## config.mk

```make
export PLATFORM = sky130hd
export DESIGN_NAME = bcd_alarm_clock
export DESIGN_NICKNAME = d
export VERILOG_FILES = /design/src/rtl/clock_pkg.sv /design/src/rtl/bcd_mod_counter.sv /design/src/rtl/bcd_alarm_clock.sv
export SDC_FILE = /design/constraint.sdc
export NUM_CORES = 1
export LEC_CHECK = 0
export BUFFER_PORTS_ARGS = -buffer_cell sky130_fd_sc_hd__buf_2
export CAP_MARGIN = 25
export CORE_MARGIN = 5
export CORE_UTILIZATION = 45
export CTS_CLUSTER_SIZE = 25
export DETAILED_ROUTE_END_ITERATION = 12
export PLACE_DENSITY_LB_ADDON = 0.05
export SLEW_MARGIN = 0
export SYNTH_ARGS = -nofsm -noshare
export SYNTH_HDL_FRONTEND = slang
export SYNTH_SLANG_ARGS = --single-unit
```

## constraint.sdc

```tcl
create_clock -name clock -period 3.3 [get_ports clock]
set_input_delay 0.66 -clock clock [delete_from_list [all_inputs] [get_ports clock]]
set_output_delay 0.66 -clock clock [all_outputs]
set_load 0.02 [all_outputs]
```

## src/rtl/clock_pkg.sv

```systemverilog
// rtl/clock_pkg.sv - shared types, limits and BCD helpers for bcd_alarm_clock
package clock_pkg;

  typedef logic [3:0] bcd_digit_t;
  typedef logic [7:0] bcd2_t;

  typedef struct packed {
    bcd2_t hh;
    bcd2_t mm;
    bcd2_t ss;
  } clock_time_t;

  typedef struct packed {
    logic  en;
    bcd2_t hh;
    bcd2_t mm;
  } alarm_slot_t;

  typedef enum logic [1:0] {ST_IDLE, ST_RING, ST_SNOOZE} alarm_state_t;

  localparam bcd2_t BCD_59 = 8'h59;
  localparam bcd2_t BCD_23 = 8'h23;

  // Both digits must be decimal; a valid BCD pair then orders like its value.
  function automatic logic bcd_valid(input bcd2_t v, input bcd2_t max);
    return (v[7:4] <= 4'd9) && (v[3:0] <= 4'd9) && (v <= max);
  endfunction

  function automatic bcd2_t bcd_inc(input bcd2_t v);
    bcd_digit_t tens;
    bcd_digit_t ones;
    tens = v[7:4];
    ones = v[3:0];
    if (ones == 4'd9) return {tens + 4'd1, 4'd0};
    return {tens, ones + 4'd1};
  endfunction

  // 24-hour BCD hour to 12-hour display hour.
  function automatic bcd2_t hour_to_12(input bcd2_t hh);
    if (hh == 8'h00) return 8'h12;
    if (hh <= 8'h12) return hh;
    if (hh[7:4] == 4'd1) return {4'd0, hh[3:0] - 4'd2};
    if (hh[3:0] < 4'd2) return {4'd0, hh[3:0] + 4'd8};
    return {4'd1, hh[3:0] - 4'd2};
  endfunction

endpackage

```

## src/rtl/bcd_mod_counter.sv

```systemverilog
// rtl/bcd_mod_counter.sv - two-digit BCD counter wrapping at MAX, with load and carry-out
module bcd_mod_counter
  import clock_pkg::*;
#(
  parameter bcd2_t MAX = BCD_59
) (
  input  logic  clock,
  input  logic  reset,
  input  logic  load,
  input  bcd2_t load_value,
  input  logic  inc,
  output bcd2_t value,
  output bcd2_t value_next,
  output logic  carry
);

  assign carry = inc && !load && (value == MAX);

  always_comb begin
    value_next = value;
    if (load) value_next = load_value;
    else if (inc) value_next = (value == MAX) ? '0 : bcd_inc(value);
  end

  always_ff @(posedge clock) begin
    if (!reset) value <= '0;
    else value <= value_next;
  end

endmodule

```

## src/rtl/bcd_alarm_clock.sv

```systemverilog
// rtl/bcd_alarm_clock.sv - BCD real-time clock with alarm bank and ringing FSM
// Optional snooze support: define ALARM_SNOOZE_EN.
module bcd_alarm_clock
  import clock_pkg::*;
#(
  parameter int TICKS_PER_SEC = 1,
  parameter int N_ALARMS      = 4,
  parameter int SNOOZE_MIN    = 5,
  parameter int IDX_W         = (N_ALARMS > 1) ? $clog2(N_ALARMS) : 1
) (
  input  logic                clock,
  input  logic                reset,
  input  logic                enable,
  input  logic                mode_24,
  input  logic                set_time,
  input  logic [23:0]         set_value,
  input  logic                alarm_wr,
  input  logic [IDX_W-1:0]    alarm_idx,
  input  logic [16:0]         alarm_value,
  input  logic                snooze,
  input  logic                dismiss,
  output logic [3:0]          q1,
  output logic [3:0]          q2,
  output logic [3:0]          q3,
  output logic [3:0]          q4,
  output logic [3:0]          q5,
  output logic [3:0]          q6,
  output logic                am,
  output logic                alarm,
  output logic [N_ALARMS-1:0] alarm_hit,
  output logic                sec_tick
);

  localparam int PW = (TICKS_PER_SEC > 1) ? $clog2(TICKS_PER_SEC) : 1;

  clock_time_t         set_t, now, nxt;
  alarm_slot_t         wr_slot;
  alarm_slot_t         slots [N_ALARMS];
  alarm_state_t        state;
  logic [PW-1:0]       presc;
  logic [N_ALARMS-1:0] wr_sel, match_vec;
  logic                load_ok, tick, sec_carry, min_carry, unused_hr_carry;
  bcd2_t               hr_disp;

  assign set_t   = set_value;
  assign wr_slot = alarm_value;
  assign load_ok = set_time && bcd_valid(set_t.hh, BCD_23) &&
                   bcd_valid(set_t.mm, BCD_59) && bcd_valid(set_t.ss, BCD_59);
  assign tick     = enable && !load_ok && (presc == PW'(TICKS_PER_SEC - 1));
  assign sec_tick = tick && reset;

  always_ff @(posedge clock) begin
    if (!reset || load_ok) presc <= '0;
    else if (enable) presc <= (presc == PW'(TICKS_PER_SEC - 1)) ? '0 : presc + PW'(1);
  end

  bcd_mod_counter #(.MAX(BCD_59)) u_sec (
    .clock(clock), .reset(reset), .load(load_ok), .load_value(set_t.ss), .inc(tick),
    .value(now.ss), .value_next(nxt.ss), .carry(sec_carry)
  );
  bcd_mod_counter #(.MAX(BCD_59)) u_min (
    .clock(clock), .reset(reset), .load(load_ok), .load_value(set_t.mm), .inc(sec_carry),
    .value(now.mm), .value_next(nxt.mm), .carry(min_carry)
  );
  bcd_mod_counter #(.MAX(BCD_23)) u_hr (
    .clock(clock), .reset(reset), .load(load_ok), .load_value(set_t.hh), .inc(min_carry),
    .value(now.hh), .value_next(nxt.hh), .carry(unused_hr_carry)
  );

  // Out-of-range indices decode to no slot at all.
  always_comb begin
    wr_sel = '0;
    for (int i = 0; i < N_ALARMS; i++)
      wr_sel[i] = alarm_wr && (alarm_idx == IDX_W'(i)) &&
                  bcd_valid(wr_slot.hh, BCD_23) && bcd_valid(wr_slot.mm, BCD_59);
  end

  always_ff @(posedge clock) begin
    for (int i = 0; i < N_ALARMS; i++) begin
      if (!reset) slots[i] <= '0;
      else if (wr_sel[i]) slots[i] <= wr_slot;
    end
  end

  // sec_carry is a tick into ss=00; compare against the time being written this edge.
  always_comb begin
    match_vec = '0;
    for (int i = 0; i < N_ALARMS; i++)
      match_vec[i] = sec_carry && slots[i].en && (slots[i].hh == nxt.hh) && (slots[i].mm == nxt.mm);
  end

`ifdef ALARM_SNOOZE_EN
  logic [5:0] snooze_cnt;
`else
  logic unused_snooze;
  assign unused_snooze = snooze & (SNOOZE_MIN > 0);
`endif

  always_ff @(posedge clock) begin
    if (!reset) begin
      state     <= ST_IDLE;
      alarm_hit <= '0;
`ifdef ALARM_SNOOZE_EN
      snooze_cnt <= '0;
`endif
    end else begin
      case (state)
        ST_IDLE: if (|match_vec) begin
          state     <= ST_RING;
          alarm_hit <= match_vec;
        end
        ST_RING: if (dismiss) begin
          state     <= ST_IDLE;
          alarm_hit <= '0;
        end else begin
          alarm_hit <= alarm_hit | match_vec;
`ifdef ALARM_SNOOZE_EN
          if (snooze) begin
            state      <= ST_SNOOZE;
            snooze_cnt <= 6'(SNOOZE_MIN);
          end
`endif
        end
`ifdef ALARM_SNOOZE_EN
        ST_SNOOZE: if (dismiss) begin
          state     <= ST_IDLE;
          alarm_hit <= '0;
        end else begin
          alarm_hit <= alarm_hit | match_vec;
          if (|match_vec) state <= ST_RING;
          else if (sec_carry) begin
            if (snooze_cnt == 6'd1) state <= ST_RING;
            snooze_cnt <= snooze_cnt - 6'd1;
          end
        end
`endif
        default: state <= ST_IDLE;
      endcase
    end
  end

  assign alarm   = (state == ST_RING);
  assign hr_disp = mode_24 ? now.hh : hour_to_12(now.hh);
  assign am      = (now.hh < 8'h12);
  assign q1 = now.ss[3:0];
  assign q2 = now.ss[7:4];
  assign q3 = now.mm[3:0];
  assign q4 = now.mm[7:4];
  assign q5 = hr_disp[3:0];
  assign q6 = hr_disp[7:4];

endmodule
```

==> impl_metrics.env, run 1 <==
export IMPL_status="completed"
export IMPL_slew_violations=0
export IMPL_area_growth_pct=31.27
export IMPL_cts_tree="built"
export IMPL_startpoint_type="flop"
export IMPL_ioPinCount=82
export IMPL_finalCriticalPeriod_ns=3.155
export IMPL_clkLatencyLatePin_ns=0.35
export IMPL_stdcell_area_um2=8293
export IMPL_drcViolationCount=0
export IMPL_ys_seq_area_frac=0.4151
export IMPL_wl_per_cell_um=20.08
export IMPL_holdWs_ns=0.5390
export IMPL_required_ns=3.56
export IMPL_drt_iter0_markers=402
export IMPL_internal_power_mw=2.122
export IMPL_nets=889
export IMPL_p_total_mw=2.791
export IMPL_synth_compound_area_frac=0.1567
export IMPL_synthSimpleGateAreaFrac=0.2547
export IMPL_coreArea_um2=13830
export IMPL_p_per_area_nw_per_um2=336.5
export IMPL_syn_inst=645
export IMPL_diodes=0
export IMPL_maxSlewHeadroom=0.6526
export IMPL_tightest_slew_ns=0.5130
export IMPL_postCtsHoldBufs=0
export IMPL_die_y_um=128.5
export IMPL_wl_met2_um=10080
export IMPL_avgSynthCellArea_um2=9.794
export IMPL_period_share=0.9561
export IMPL_io_buffers=80
export IMPL_htreeDepth=3
export IMPL_maxCapViolCount=0
export IMPL_synth_mux_area_frac=0.03664
export IMPL_syn_area_um2=6317
export IMPL_synthTopCellsByArea="edfxtp_1 (32%), dfxtp_1 (9.2%), and2_1 (6.1%)"
export IMPL_drtPass1Iterations=5
export IMPL_setup_violations=0
export IMPL_finClkSkew_ns=0.007771
export IMPL_rrSetupSlack_ns=0.14
export IMPL_root_buffer="clkbuf_16"
export IMPL_fp_row_count=43
export IMPL_cp_max_fo=5
export IMPL_place_hpwl_um=15860
export IMPL_crit_arrival_ns=3.42
export IMPL_drive_above_1_share=0.3478
export IMPL_synth_ff_type="edfxtp_1"
export IMPL_dr_wl_met3_um=1236
export IMPL_clkTransAtPathRegs_ns=0.07
export IMPL_gp_congestion=0.9278
export IMPL_grt_pass1_wl_um=30900
export IMPL_synth_top_family_by_area="simple AND/OR/NAND/NOR gates"
export IMPL_cp_end_kind="flop"
export IMPL_max_freq_ghz=0.3169
export IMPL_p_switching_uw=669.1
export IMPL_grt_pass1_vias=5578
export IMPL_p_sw_frac=0.2397
export IMPL_num_fill_cells=1229
export IMPL_numCtsBuffers=9
export IMPL_ys_types=84
export IMPL_clock_sinks=97
export IMPL_critPathKind="flop to flop"
export IMPL_grt_overflow_total=0
export IMPL_power_share_sequential=0.500
export IMPL_numPlacedInstances=984
export IMPL_fin_ws_ns=0.1447
export IMPL_start_util=0.4569
export IMPL_final_util=0.5998
export IMPL_ys_seq_elements=97
export IMPL_wl_met1_um=8541
export IMPL_grt_max_degree=23
export IMPL_top_layer_used="met4"
export IMPL_finalHoldViolations=0
export IMPL_vias=5687
export IMPL_yosysMostFrequentCell="edfxtp_1"
export IMPL_leakage_nw=3.375
export IMPL_pre_cts_ws_ns=-0.6048
export IMPL_ant_nets=0
export IMPL_synth_edf_count=68
export IMPL_track_usage=0.2456
export IMPL_rsz0062_at_grt="yes"
export IMPL_p_comb_frac=0.087
export IMPL_wl_um=20240
export IMPL_synthXorXnorAreaFrac=0.05407
export IMPL_yosysTopAreaCellShare=0.3232
export IMPL_peakVddDrop_mv=0.2595
export IMPL_clock_path_buffers=2
export IMPL_synth_fa_ha_area_frac=0.02773
export IMPL_viasPerCell=5.642
export IMPL_yosysWarnings=0
export IMPL_hp_class="flop to flop"
export IMPL_antenna_found_initial=0
export IMPL_fp_dieArea_um2=16510
export IMPL_synth_top_area_cell="edfxtp_1"
export IMPL_async_flop_share=0
export IMPL_setup_tns_ns=0
export IMPL_place_area_um2=7645
export IMPL_synthTopCellsByCount="edfxtp_1 (68), and2_1 (62), nor2_1 (52)"
export IMPL_die_width_um=128.5
export IMPL_stdcell_count=1008
export IMPL_pwr_share_clk=0.413
-- critical path: stages, from the launching register on --
cell       delay (ns)
dfxtp_1          0.32
inv_1            0.10
ha_4             0.17
and3b_2          0.27
buf_4            0.15
buf_4            0.11
nor2_2           0.05
mux2_2           0.28
mux2i_4          0.25
xnor2_1          0.12
a2111oi_2        0.44
buf_4            0.18
and4b_2          0.25
nand3_1          0.09
a311oi_2         0.28
-- what timing repair did --
item / CTS / global route
cloned: 0 / 0
buffers inserted: 0 / 9
endpoints found under the hold margin: 0 / 0
gates resized for setup: 6 / 47
endpoints found under the setup margin: 5 / 5
pin swaps: 2 / 16
-- flip-flops by register name, indices dropped and copies added, names as in the netlist --
signal       flops
state            1
slots           68
alarm_hit        4
u_min.value      8
u_hr.value       8
u_sec.value      8
-- final cells by class --
| cell class | count | area, um^2 | area share |
|---|---|---|---|
| clock buffer | 9 | 225.2 | 0.02716 |
| clock inverter | 6 | 90.09 | 0.01086 |
| inverter | 23 | 86.33 | 0.01041 |
| multi-input combinational | 490 | 3662 | 0.4416 |
| sequential | 97 | 2623 | 0.3162 |
| tap | 180 | 225.2 | 0.02716 |
| timing repair buffer | 203 | 1381 | 0.1666 |
-- placed cells by master (no fill, tap or decap), types with 14 or more instances in the layout --
master and instances:
inv_1 23, edfxtp_1 68, o21ai_0 20, nand3_1 14, buf_2 80, nor3_1 20
nand2_1 35, buf_4 117, a21oi_1 18, and2_1 62, xor2_1 26, dfxtp_1 29
nor2_1 50
-- power by group through the flow --
stage	Combinational [mW]	Sequential, mW	Clock [mW]
after floorplan	0.113	1.40	0
after global placement	0.227	1.42	0
after detailed placement	0.230	1.42	0
after CTS	0.233	1.39	1.17
after global routing	0.263	1.40	1.22
final	0.243	1.39	1.15
-- cells by family (layout without fill, tap and decap cells) --
logic type      Yosys count  in the layout
flops                    97             97
mux                      17             17
buf+inv                  69            241
fa+ha+maj                14             14
other cells               1             12
xor+xnor                 39             39
compound gates          135            135
simple gates            273            273
-- path summary, 6_finish.rpt --
check	startpoint	end	cells after the start
setup / recovery	u_min.value[1]	alarm_hit[0]	14
setup reg to reg	u_min.value[1]	alarm_hit[0]	14
hold / removal	u_sec.value[7]	u_sec.value[7]	2
hold reg to reg	u_sec.value[7]	u_sec.value[7]	2
-- routing by layer --
metal | vias up | track usage
met4 | 0 | 0.07428
met2 | 172 | 0.4245
met5 | - | 0
li1 | 2734 | -
met1 | 2754 | 0.3168
met3 | 27 | 0.03902
Note: power is estimated with default switching activity, not from simulation.
==> inputs of run 2 (changes only) <==
Settings changed: ABC_AREA set to 1, GPL_TIMING_DRIVEN set to 0.
==> run 2 against run 1 <==
Net effect:
- power shrank 3.0%
- die area rose by 9.8%
- worst setup slack better by 0.18 ns
- via count up 16%
- largest cell class unchanged
- non-clock buffer count shrank 89
- first-iteration DRC count rose by 13%
- synthesized cell count rose by 55%
- fmax grew 5.9%
- combinational power increased by 7%
- hold slack lost 0.023 ns
- cell count rose by 29%
==> impl_metrics.env, run 2 <==
export IMPL_slew_violations=0
export IMPL_synth_top_area_cell="edfxtp_1"
export IMPL_synthTopCellsByCount="nand2_1 (260), nor2_1 (177), inv_1 (130)"
export IMPL_nets=1169
export IMPL_setup_violations=0
export IMPL_status="completed"
export IMPL_yosysTopAreaCellShare=0.2923
export IMPL_largest_reg_flops=68
export IMPL_start_util=0.4596
export IMPL_tightest_slew_ns=0.8274
export IMPL_syn_inst=1002
export IMPL_peakVddDrop_mv=0.2224
export IMPL_ys_seq_elements=97
export IMPL_reg2reg_depth=19
export IMPL_ioPinCount=82
export IMPL_fp_row_count=45
export IMPL_num_fill_cells=1548
export IMPL_ys_seq_area_frac=0.3754
export IMPL_whs_endpoint="u_sec.value[7]"
export IMPL_fp_dieArea_um2=18120
export IMPL_period_share=0.9031
export IMPL_grt_max_degree=19
export IMPL_numPlacedInstances=1281
export IMPL_drcViolationCount=0
export IMPL_synthTopCellsByArea="edfxtp_1 (29%), nand2_1 (14%), nor2_1 (9.5%)"
export IMPL_finalCriticalPeriod_ns=2.980
export IMPL_avgSynthCellArea_um2=6.973
export IMPL_final_util=0.5232
export IMPL_vias=6590
export IMPL_cp_end_kind="flop"
export IMPL_htreeDepth=3
export IMPL_layout_commonest_cell="nand2_1"
export IMPL_stdcell_area_um2=7954
export IMPL_clkTransAtPathRegs_ns=0.08
export IMPL_track_usage=0.2289
export IMPL_wl_per_cell_um=15.90
export IMPL_area_growth_pct=13.84
export IMPL_clock_sinks=97
export IMPL_grt_overflow_total=0
export IMPL_critPathKind="input port to flop"
export IMPL_grt_pass1_wl_um=32160
export IMPL_die_y_um=134.6
export IMPL_clock_path_buffers=2
export IMPL_drtPass1Iterations=5
export IMPL_stdcell_count=1297
export IMPL_viasPerCell=5.081
export IMPL_coreArea_um2=15200
export IMPL_worstHoldStart="u_sec.value[7]"
export IMPL_fin_ws_ns=0.3199
export IMPL_drt_iter0_markers=453
export IMPL_mostFrequentLayoutCells="nand2_1 (260), nor2_1 (177), inv_1 (130)"
export IMPL_rsz0062_at_grt="no"
export IMPL_grt_pass1_vias=5999
export IMPL_hp_class="flop to flop"
export IMPL_reg2reg_to="alarm_hit[0]"
export IMPL_gp_congestion=0.9051
export IMPL_startpoint_type="input port"
export IMPL_ant_nets=0
export IMPL_setup_tns_ns=0
export IMPL_place_hpwl_um=16510
export IMPL_async_flop_share=0
export IMPL_required_ns=3.52
export IMPL_diodes=0
export IMPL_io_buffers=80
export IMPL_multi_input_area_um2=3667
export IMPL_pre_cts_ws_ns=-0.1501
export IMPL_ys_types=43
export IMPL_cts_setup_buffers=0
export IMPL_antenna_found_initial=0
export IMPL_p_per_area_nw_per_um2=340.3
export IMPL_cp_max_fo=10
export IMPL_numCtsBuffers=9
export IMPL_yosysWarnings=0
export IMPL_clkLatencyLatePin_ns=0.36
export IMPL_syn_area_um2=6987
export IMPL_finClkSkew_ns=0.01090
export IMPL_synth_edf_count=68
export IMPL_reg2reg_from="u_min.value[1]"
export IMPL_maxSlewHeadroom=0.4471
export IMPL_maxCapViolCount=0
export IMPL_rrSetupSlack_ns=0.37
export IMPL_p_total_mw=2.707
export IMPL_max_freq_ghz=0.3356
export IMPL_die_width_um=134.6
export IMPL_cts_tree="built"
export IMPL_leakage_nw=3.957
export IMPL_hold_path_depth=2
export IMPL_seq_area_um2=2623
export IMPL_top_register="slots"
export IMPL_root_buffer="clkbuf_16"
export IMPL_place_area_um2=7664
export IMPL_yosysMostFrequentCell="nand2_1"
export IMPL_drive_above_1_share=0.1659
export IMPL_synth_ff_type="edfxtp_1"
export IMPL_finalHoldViolations=0
export IMPL_crit_arrival_ns=3.20
export IMPL_wl_um=20620
export IMPL_holdWs_ns=0.5161
-- run 2: worst max path at each step --
stage	slack (ns)	endpoint	start
finish	0.32	alarm_hit[1]	set_value[9]
global route	0.14	alarm_hit[0]	u_min.value[1]
CTS	0.21	alarm_hit[3]	u_min.value[0]
detailed placement	-0.15	alarm_hit[3]	set_value[9]
global placement	-0.16	alarm_hit[3]	set_value[9]
floorplan	0.82	q5[3]	u_hr.value[5]
-- run 2: what timing repair did --
| item | 4_1_cts | 5_1_grt |
|---|---|---|
| setup endpoints to repair | 0 | 4 |
| hold buffers | 0 | 0 |
| gates resized for setup | 0 | 1 |
-- run 2: worst max-delay path, cell delays in order --
cell,delay (ns)
buf_2,0.11
o21ai_1,0.26
nand2_1,0.15
nor2_2,0.17
nand2_4,0.15
buf_6,0.20
nand4_1,0.07
nand2_1,0.05
nand2_1,0.18
nand2_1,0.20
nand2_1,0.10
nand2_1,0.07
nor2_1,0.11
nand3b_1,0.08
nor2_1,0.16
nand3_1,0.13
nand2_2,0.14
nor3_1,0.07
nor2_1,0.10
nor2_1,0.04
-- run 2: area by class of cell --
cell class	instances	share of cell area
Clock inverter	6	0.007236
Sequential cell	97	0.3297
Inverter	137	0.06528
Multi-Input combinational cell	745	0.4611
Tap cell	188	0.02957
Buffer	34	0.02800
Timing Repair Buffer	80	0.05034
Clock buffer	10	0.02879
-- run 2: routing by layer --
metal  vias to the layer above  routed length (um)  track usage
met1                      2961                9792       0.3244
li1                       3415                   -            -
met2                       191                9279       0.3709
met5                         -                   0            0
met3                        23                1197      0.02720
met4                         0                 350      0.06448
-- run 2: cell families after synthesis --
family | after synthesis | share of synthesized area
and+or+nand+nor | 660 | 0.4379
buffers and inverters | 171 | 0.1062
DFF | 97 | 0.3754
AOI/OAI and AO/OA | 50 | 0.04370
adders and majority gates | 14 | 0.02507
xor gates and xnor gates | 9 | 0.01128
other | 1 | 0.0005367
-- run 2: where the power goes --
group / internal, mW / switching, mW
sequential: 1.35 / 0.0389
combinational: 0.0900 / 0.169
clock: 0.531 / 0.525
total: 1.97 / 0.733
